### src/rtl/entrada_handshake.sv
// Device side of the processor IN path: synchronises and debounces the push-button,
// then hands one switch word per press to the I/O unit through a stall/valid handshake.
module entrada_handshake #(
  parameter int DATA_W       = 4,
  parameter int CNT_W        = 16,
  parameter int DEBOUNCE_MAX = 50000
) (
  input  logic              clk,
  input  logic              reset,
  input  logic              botao_in,
  input  logic [DATA_W-1:0] chaves_in,
  input  logic              req,
  output logic              stall,
  output logic              valid,
  output logic [31:0]       dados_out,
  output logic              espera
);

  typedef enum logic [1:0] {
    IDLE         = 2'd0,
    WAIT_PRESS   = 2'd1,
    DONE         = 2'd2,
    WAIT_RELEASE = 2'd3
  } state_t;

  localparam logic [CNT_W-1:0] CNT_LAST = CNT_W'(DEBOUNCE_MAX - 1);

  state_t            state_r;
  state_t            next_state_s;
  logic              botao_meta_r;
  logic              botao_sync_r;
  logic [DATA_W-1:0] chaves_meta_r;
  logic [DATA_W-1:0] chaves_sync_r;
  logic [CNT_W-1:0]  cnt_r;
  logic              debounced_r;
  logic              debounced_prev_r;
  logic              press_s;
  logic              capture_s;
  logic              stall_s;

  // two-flop synchronisers for the button and every switch bit
  always_ff @(posedge clk or posedge reset) begin
    if (reset) begin
      botao_meta_r  <= 1'b0;
      botao_sync_r  <= 1'b0;
      chaves_meta_r <= '0;
      chaves_sync_r <= '0;
    end else begin
      botao_meta_r  <= botao_in;
      botao_sync_r  <= botao_meta_r;
      chaves_meta_r <= chaves_in;
      chaves_sync_r <= chaves_meta_r;
    end
  end

  // debounce: the new level must persist DEBOUNCE_MAX consecutive cycles
  always_ff @(posedge clk or posedge reset) begin
    if (reset) begin
      cnt_r            <= '0;
      debounced_r      <= 1'b0;
      debounced_prev_r <= 1'b0;
    end else begin
      debounced_prev_r <= debounced_r;
      if (botao_sync_r == debounced_r) begin
        cnt_r <= '0;
      end else if (cnt_r == CNT_LAST) begin
        cnt_r       <= '0;
        debounced_r <= ~debounced_r;
      end else begin
        cnt_r <= cnt_r + CNT_W'(1);
      end
    end
  end

  assign press_s = debounced_r & ~debounced_prev_r;

  // state register
  always_ff @(posedge clk or posedge reset) begin
    if (reset) begin
      state_r <= IDLE;
    end else begin
      state_r <= next_state_s;
    end
  end

  // next-state and stall decode
  always_comb begin
    next_state_s = state_r;
    stall_s      = 1'b0;
    capture_s    = 1'b0;
    case (state_r)
      IDLE: begin
        stall_s = req;
        if (req) begin
          next_state_s = WAIT_PRESS;
        end else begin
          next_state_s = IDLE;
        end
      end
      WAIT_PRESS: begin
        stall_s = 1'b1;
        if (!req) begin
          next_state_s = IDLE;
        end else if (press_s) begin
          next_state_s = DONE;
          capture_s    = 1'b1;
        end else begin
          next_state_s = WAIT_PRESS;
        end
      end
      DONE: begin
        stall_s = 1'b0;
        if (debounced_r) begin
          next_state_s = WAIT_RELEASE;
        end else begin
          next_state_s = IDLE;
        end
      end
      WAIT_RELEASE: begin
        // a held button must be released before another IN can be served
        stall_s = req;
        if (!debounced_r) begin
          next_state_s = IDLE;
        end else begin
          next_state_s = WAIT_RELEASE;
        end
      end
      default: begin
        stall_s      = 1'b0;
        next_state_s = IDLE;
      end
    endcase
  end

  assign stall = stall_s & ~reset;

  // registered handshake outputs and captured word
  always_ff @(posedge clk or posedge reset) begin
    if (reset) begin
      valid     <= 1'b0;
      espera    <= 1'b0;
      dados_out <= 32'd0;
    end else begin
      valid  <= capture_s;
      espera <= (next_state_s == WAIT_PRESS);
      if (capture_s) begin
        dados_out <= {{(32-DATA_W){1'b0}}, chaves_sync_r};
      end else begin
        dados_out <= dados_out;
      end
    end
  end

endmodule

### config.mk
export PLATFORM = sky130hd
export DESIGN_NAME = entrada_handshake
export DESIGN_NICKNAME = d
export VERILOG_FILES = /design/src/rtl/entrada_handshake.sv
export SDC_FILE = /design/constraint.sdc
export NUM_CORES = 1
export LEC_CHECK = 0
export ABC_AREA = 0
export BUFFER_PORTS_ARGS = -buffer_cell sky130_fd_sc_hd__buf_2
export CORE_MARGIN = 3
export CORE_UTILIZATION = 47
export CTS_CLUSTER_DIAMETER = 100
export DETAILED_ROUTE_END_ITERATION = 12
export GPL_TIMING_DRIVEN = 0
export PLACE_DENSITY = 0.75
export SLEW_MARGIN = 20
export SYNTH_ARGS = -nofsm -noshare
export SYNTH_HDL_FRONTEND = slang
export SYNTH_SLANG_ARGS = --single-unit
### constraint.sdc
create_clock -name clk -period 1.35 [get_ports clk]
set_input_delay 0.2025 -clock clk [delete_from_list [all_inputs] [get_ports clk]]
set_output_delay 0.2025 -clock clk [all_outputs]
set_load 0.01 [all_outputs]
==> impl_summary.log <==
INFO  metric status = finished with violations
INFO  metric violations_in_the_final_reports = negative setup slack
INFO  metric place_worst_setup_slack = -0.357 ns
INFO  metric die-area = 4440 sq um
INFO  metric finalNetCount = 253
INFO  metric first_iter_violations = 74
INFO  metric ff2ff_setup_slack = -0.10 ns
INFO  metric power.ir.vdd_worst = 605 uV
INFO  metric crit-reg2reg-capture = cnt_r[10]$_DFF_PP0_
INFO  metric min-delay-start = chaves_in[1]
INFO  metric dr_total_vias = 1331
INFO  metric syn_avg_cell_area = approximately 11 sq um
INFO  metric worst_path_largest_cell_delay = just under 0.4 ns
INFO  metric place_area = 1970 sq um
INFO  metric dr_wl_cell = roughly 13 um
INFO  metric leakage = 1.21 nW
INFO  metric gpl.final_weighted_congestion = 0.812
INFO  metric synth_async_sr_flop_share = 1.00
INFO  metric cts.sinks = 36
INFO  metric fraction_of_final_layout_cells_sized_beyond_drive_strength_1 = 0.544
INFO  metric grt_pass1_wl = 5680 um
INFO  metric pin_count_of_the_biggest_net_entering_global_routing = 37
INFO  metric drtPass1Iterations = 4
INFO  metric top_cells_by_instance_count_after_synthesis = sky130_fd_sc_hd__dfrtp_1, sky130_fd_sc_hd__buf_4, sky130_fd_sc_hd__nand2_1, sky130_fd_sc_hd__nor2_1, sky130_fd_sc_hd__xnor2_1
INFO  metric worst_r2r_startpoint = cnt_r[6]$_DFF_PP0_
INFO  metric cp_top_family = flip-flops
INFO  metric yosysWarningCount = 0
INFO  metric drc = 0
INFO  metric setup_violations = 18
INFO  metric via_count_of_the_first_global_routing_pass = 1249
INFO  metric final_core_utilization = 0.733
INFO  metric syn2layout_area_growth = 45.9%
INFO  metric standard_cell_core_area = 3440 sq um
INFO  metric timing.critical_path.from_type = register
INFO  metric power_density = ~920 nW/um^2
INFO  metric max_clock_freq = 592 MHz
INFO  metric worst_slew_pin_slew = 0.714 ns
INFO  metric cts_hold_buffers = 0
INFO  metric critical_path_fanout_max = 2
INFO  metric synthesis.instances = 163
INFO  metric clock_tree_from_tritoncts = done
INFO  metric critical_path.cell_chain = inv_2 > ha_4 > mux2_4 > nor2_4 > buf_6
INFO  metric cp.required = 1.15 ns
INFO  metric netlist_top_cells_area = sky130_fd_sc_hd__dfrtp_1, sky130_fd_sc_hd__buf_4, sky130_fd_sc_hd__xnor2_1, sky130_fd_sc_hd__nand2_1, sky130_fd_sc_hd__nor2_1
INFO  metric syn-cell-area = 1730 sq um
INFO  metric num_antenna_cells = 0
INFO  metric number_of_levels_in_the_clock_h_tree = 2
INFO  metric design.portCount = 43
INFO  metric netlist-cell-type-count = 31
INFO  metric timing_max_transition_violations_final = 0
INFO  metric synthFlopType = sky130_fd_sc_hd__dfrtp_1
INFO  metric timing.clock.skew = just under 0.005 ns
INFO  metric floorplan.rows = 21
INFO  metric die_width = 66.7 um
INFO  metric ant_nets = 0
INFO  metric critical_path.endpoint_type = primary output
INFO  metric routed_wl = around 3800 um
INFO  metric critPathKind = reg2out
INFO  metric globalRouteTotalUtil = 0.172
INFO  metric ys_ff_latch = 36
INFO  metric layout_setup_ws = -0.339 ns
INFO  metric finalPower = 2.31 mW
INFO  metric vias_per_cell = around 4.6
INFO  metric critical_path.n_buffers_inverters = 2
INFO  metric min_period = 1.69 ns
INFO  metric worstHoldEndpoint = chaves_meta_r[1]$_DFF_PP0_
INFO  metric seq_area_frac_synth = 0.521
INFO  metric floorplan.die.height = roughly 67 um
INFO  metric antenna_found_initial = 0
INFO  metric synth.largest_area_cell = sky130_fd_sc_hd__dfrtp_1
INFO  metric finalInstanceArea = 2520 sq um
INFO  metric post-dp-hpwl = 1930 um
INFO  metric whs = 0.0154 ns
INFO  metric grt_remaining_overflow = 0
INFO  metric worst_skew_pair.late_latency = 0.29 ns
INFO  metric max_cap_viol_count = 0
INFO  metric start_util = 0.502
INFO  metric unrepaired_setup_endpoints_after_global_routing = yes
INFO  metric max-slew-margin-rel = 0.524
INFO  metric cts_made_buffers = 5
INFO  metric synth_most_common_cell = sky130_fd_sc_hd__dfrtp_1
INFO  metric worst_r2r_path_depth = 6
INFO  metric hold_viol = 0
INFO  metric synth_edf_count = 0
INFO  metric worst_ep_arrival_time = 1.49 ns
INFO  metric critical_path.slowest_cell = sky130_fd_sc_hd__dfrtp_1
INFO  metric min_period_over_period = 1.25
INFO  metric cts_root_buf = sky130_fd_sc_hd__clkbuf_8
INFO  metric cts_max_path_buffers = 2
INFO  metric synth_top_cell_area_share = 0.521
INFO  metric placement.io_buffers = 14
INFO  metric worstHoldPathCells = 1
INFO  metric hold_path_class = in2reg
INFO  metric clk_pin_slew = 0.07 ns
metal layers:
layer  wire length (um)  track usage  vias up
met5                  0            0        -
met4                 37       0.0558        0
met3                221       0.0641        4
met2               1970        0.277       41
met1               1540        0.213      642
li1                   -            -      644
worst reg2reg max path: stages, from the launching register on:
cell                      delay (ns)
sky130_fd_sc_hd__dfrtp_1        0.44
sky130_fd_sc_hd__buf_6          0.13
sky130_fd_sc_hd__nor4b_4        0.18
sky130_fd_sc_hd__nand4_1        0.21
sky130_fd_sc_hd__nand2_2        0.17
sky130_fd_sc_hd__buf_6          0.16
sky130_fd_sc_hd__nor2_2         0.05
cell usage in the layout, fill, tap and decap left out, types with 3 or more instances in the layout:
master / n
sky130_fd_sc_hd__nand2_1: 19
sky130_fd_sc_hd__buf_2: 13
sky130_fd_sc_hd__conb_1: 28
sky130_fd_sc_hd__clkbuf_8: 5
sky130_fd_sc_hd__nor2_4: 4
sky130_fd_sc_hd__xor2_1: 3
sky130_fd_sc_hd__xnor2_1: 9
sky130_fd_sc_hd__buf_4: 53
sky130_fd_sc_hd__a21oi_2: 3
sky130_fd_sc_hd__ha_4: 3
sky130_fd_sc_hd__dfrtp_2: 9
sky130_fd_sc_hd__dfrtp_1: 27
sky130_fd_sc_hd__buf_6: 6
sky130_fd_sc_hd__nand4_1: 4
sky130_fd_sc_hd__nor2_2: 10
sky130_fd_sc_hd__inv_2: 4
sky130_fd_sc_hd__nor2_1: 3
sky130_fd_sc_hd__nand3_1: 4
report_power, final:
| part | total, mW | internal (mW) | switching [mW] |
|---|---|---|---|
| logic | 0.246 | 0.119 | 0.127 |
| clock network | 0.943 | 0.546 | 0.397 |
| registers | 1.12 | 1.11 | 0.0181 |
| total | 2.31 | 1.77 | 0.542 |
layout make-up:
class	instances	area, sq um
fillers	216	920
inverters	5	18.8
repair buffers	43	309
well taps	46	57.6
flip-flops and latches	36	912
multi-input cells	120	892
plain buffers	29	221
clock inverters	3	42.5
clock buffers	5	68.8
worst max-delay path by stage:
stage / from / endpoint / cells after the start
after floorplan: cnt_r[3]$_DFF_PP0_ / cnt_r[15]$_DFF_PP0_ / 4
after global placement: cnt_r[0]$_DFF_PP0_ / cnt_r[6]$_DFF_PP0_ / 6
after detailed placement: cnt_r[0]$_DFF_PP0_ / cnt_r[7]$_DFF_PP0_ / 6
after CTS: state_r[1]$_DFF_PP0_ / stall / 5
after global routing: state_r[1]$_DFF_PP0_ / stall / 5
final: state_r[0]$_DFF_PP0_ / stall / 5
sequential cells by signal (all words and copies together), names as in the netlist:
name              flops
state_r               2
espera                1
botao_meta_r          1
debounced_prev_r      1
chaves_sync_r         4
debounced_r           1
botao_sync_r          1
cnt_r                16
valid                 1
chaves_meta_r         4
dados_out             4
stage by stage:
| step | std cells | setup TNS [ns] |
|---|---|---|
| global placement | 250 | -8.33 |
| CTS | 283 | -1.36 |
| finish | 287 | -1.74 |
| floorplan | 190 | -1.23 |
| global route | 287 | -2.70 |
| detailed placement | 250 | -4.47 |
cell families after synthesis:
logic type                 share of synthesized area
AOI/OAI and AO/OA                             0.0304
xor gates and xnor gates                      0.0658
adders and majority gates                     0.0362
buffers and inverters                          0.135
DFF                                            0.521
muxes                                         0.0130
other                                        0.00217
and+or+nand+nor                                0.196
what timing repair did:
| item | 4_1_cts | 5_1_grt |
|---|---|---|
| cloned | 1 | 0 |
| pin swaps | 21 | 9 |
| setup buffers | 24 | 5 |
| setup endpoints to repair | 22 | 25 |
| gates resized for setup | 31 | 29 |
(Power assumes the default switching activity.)
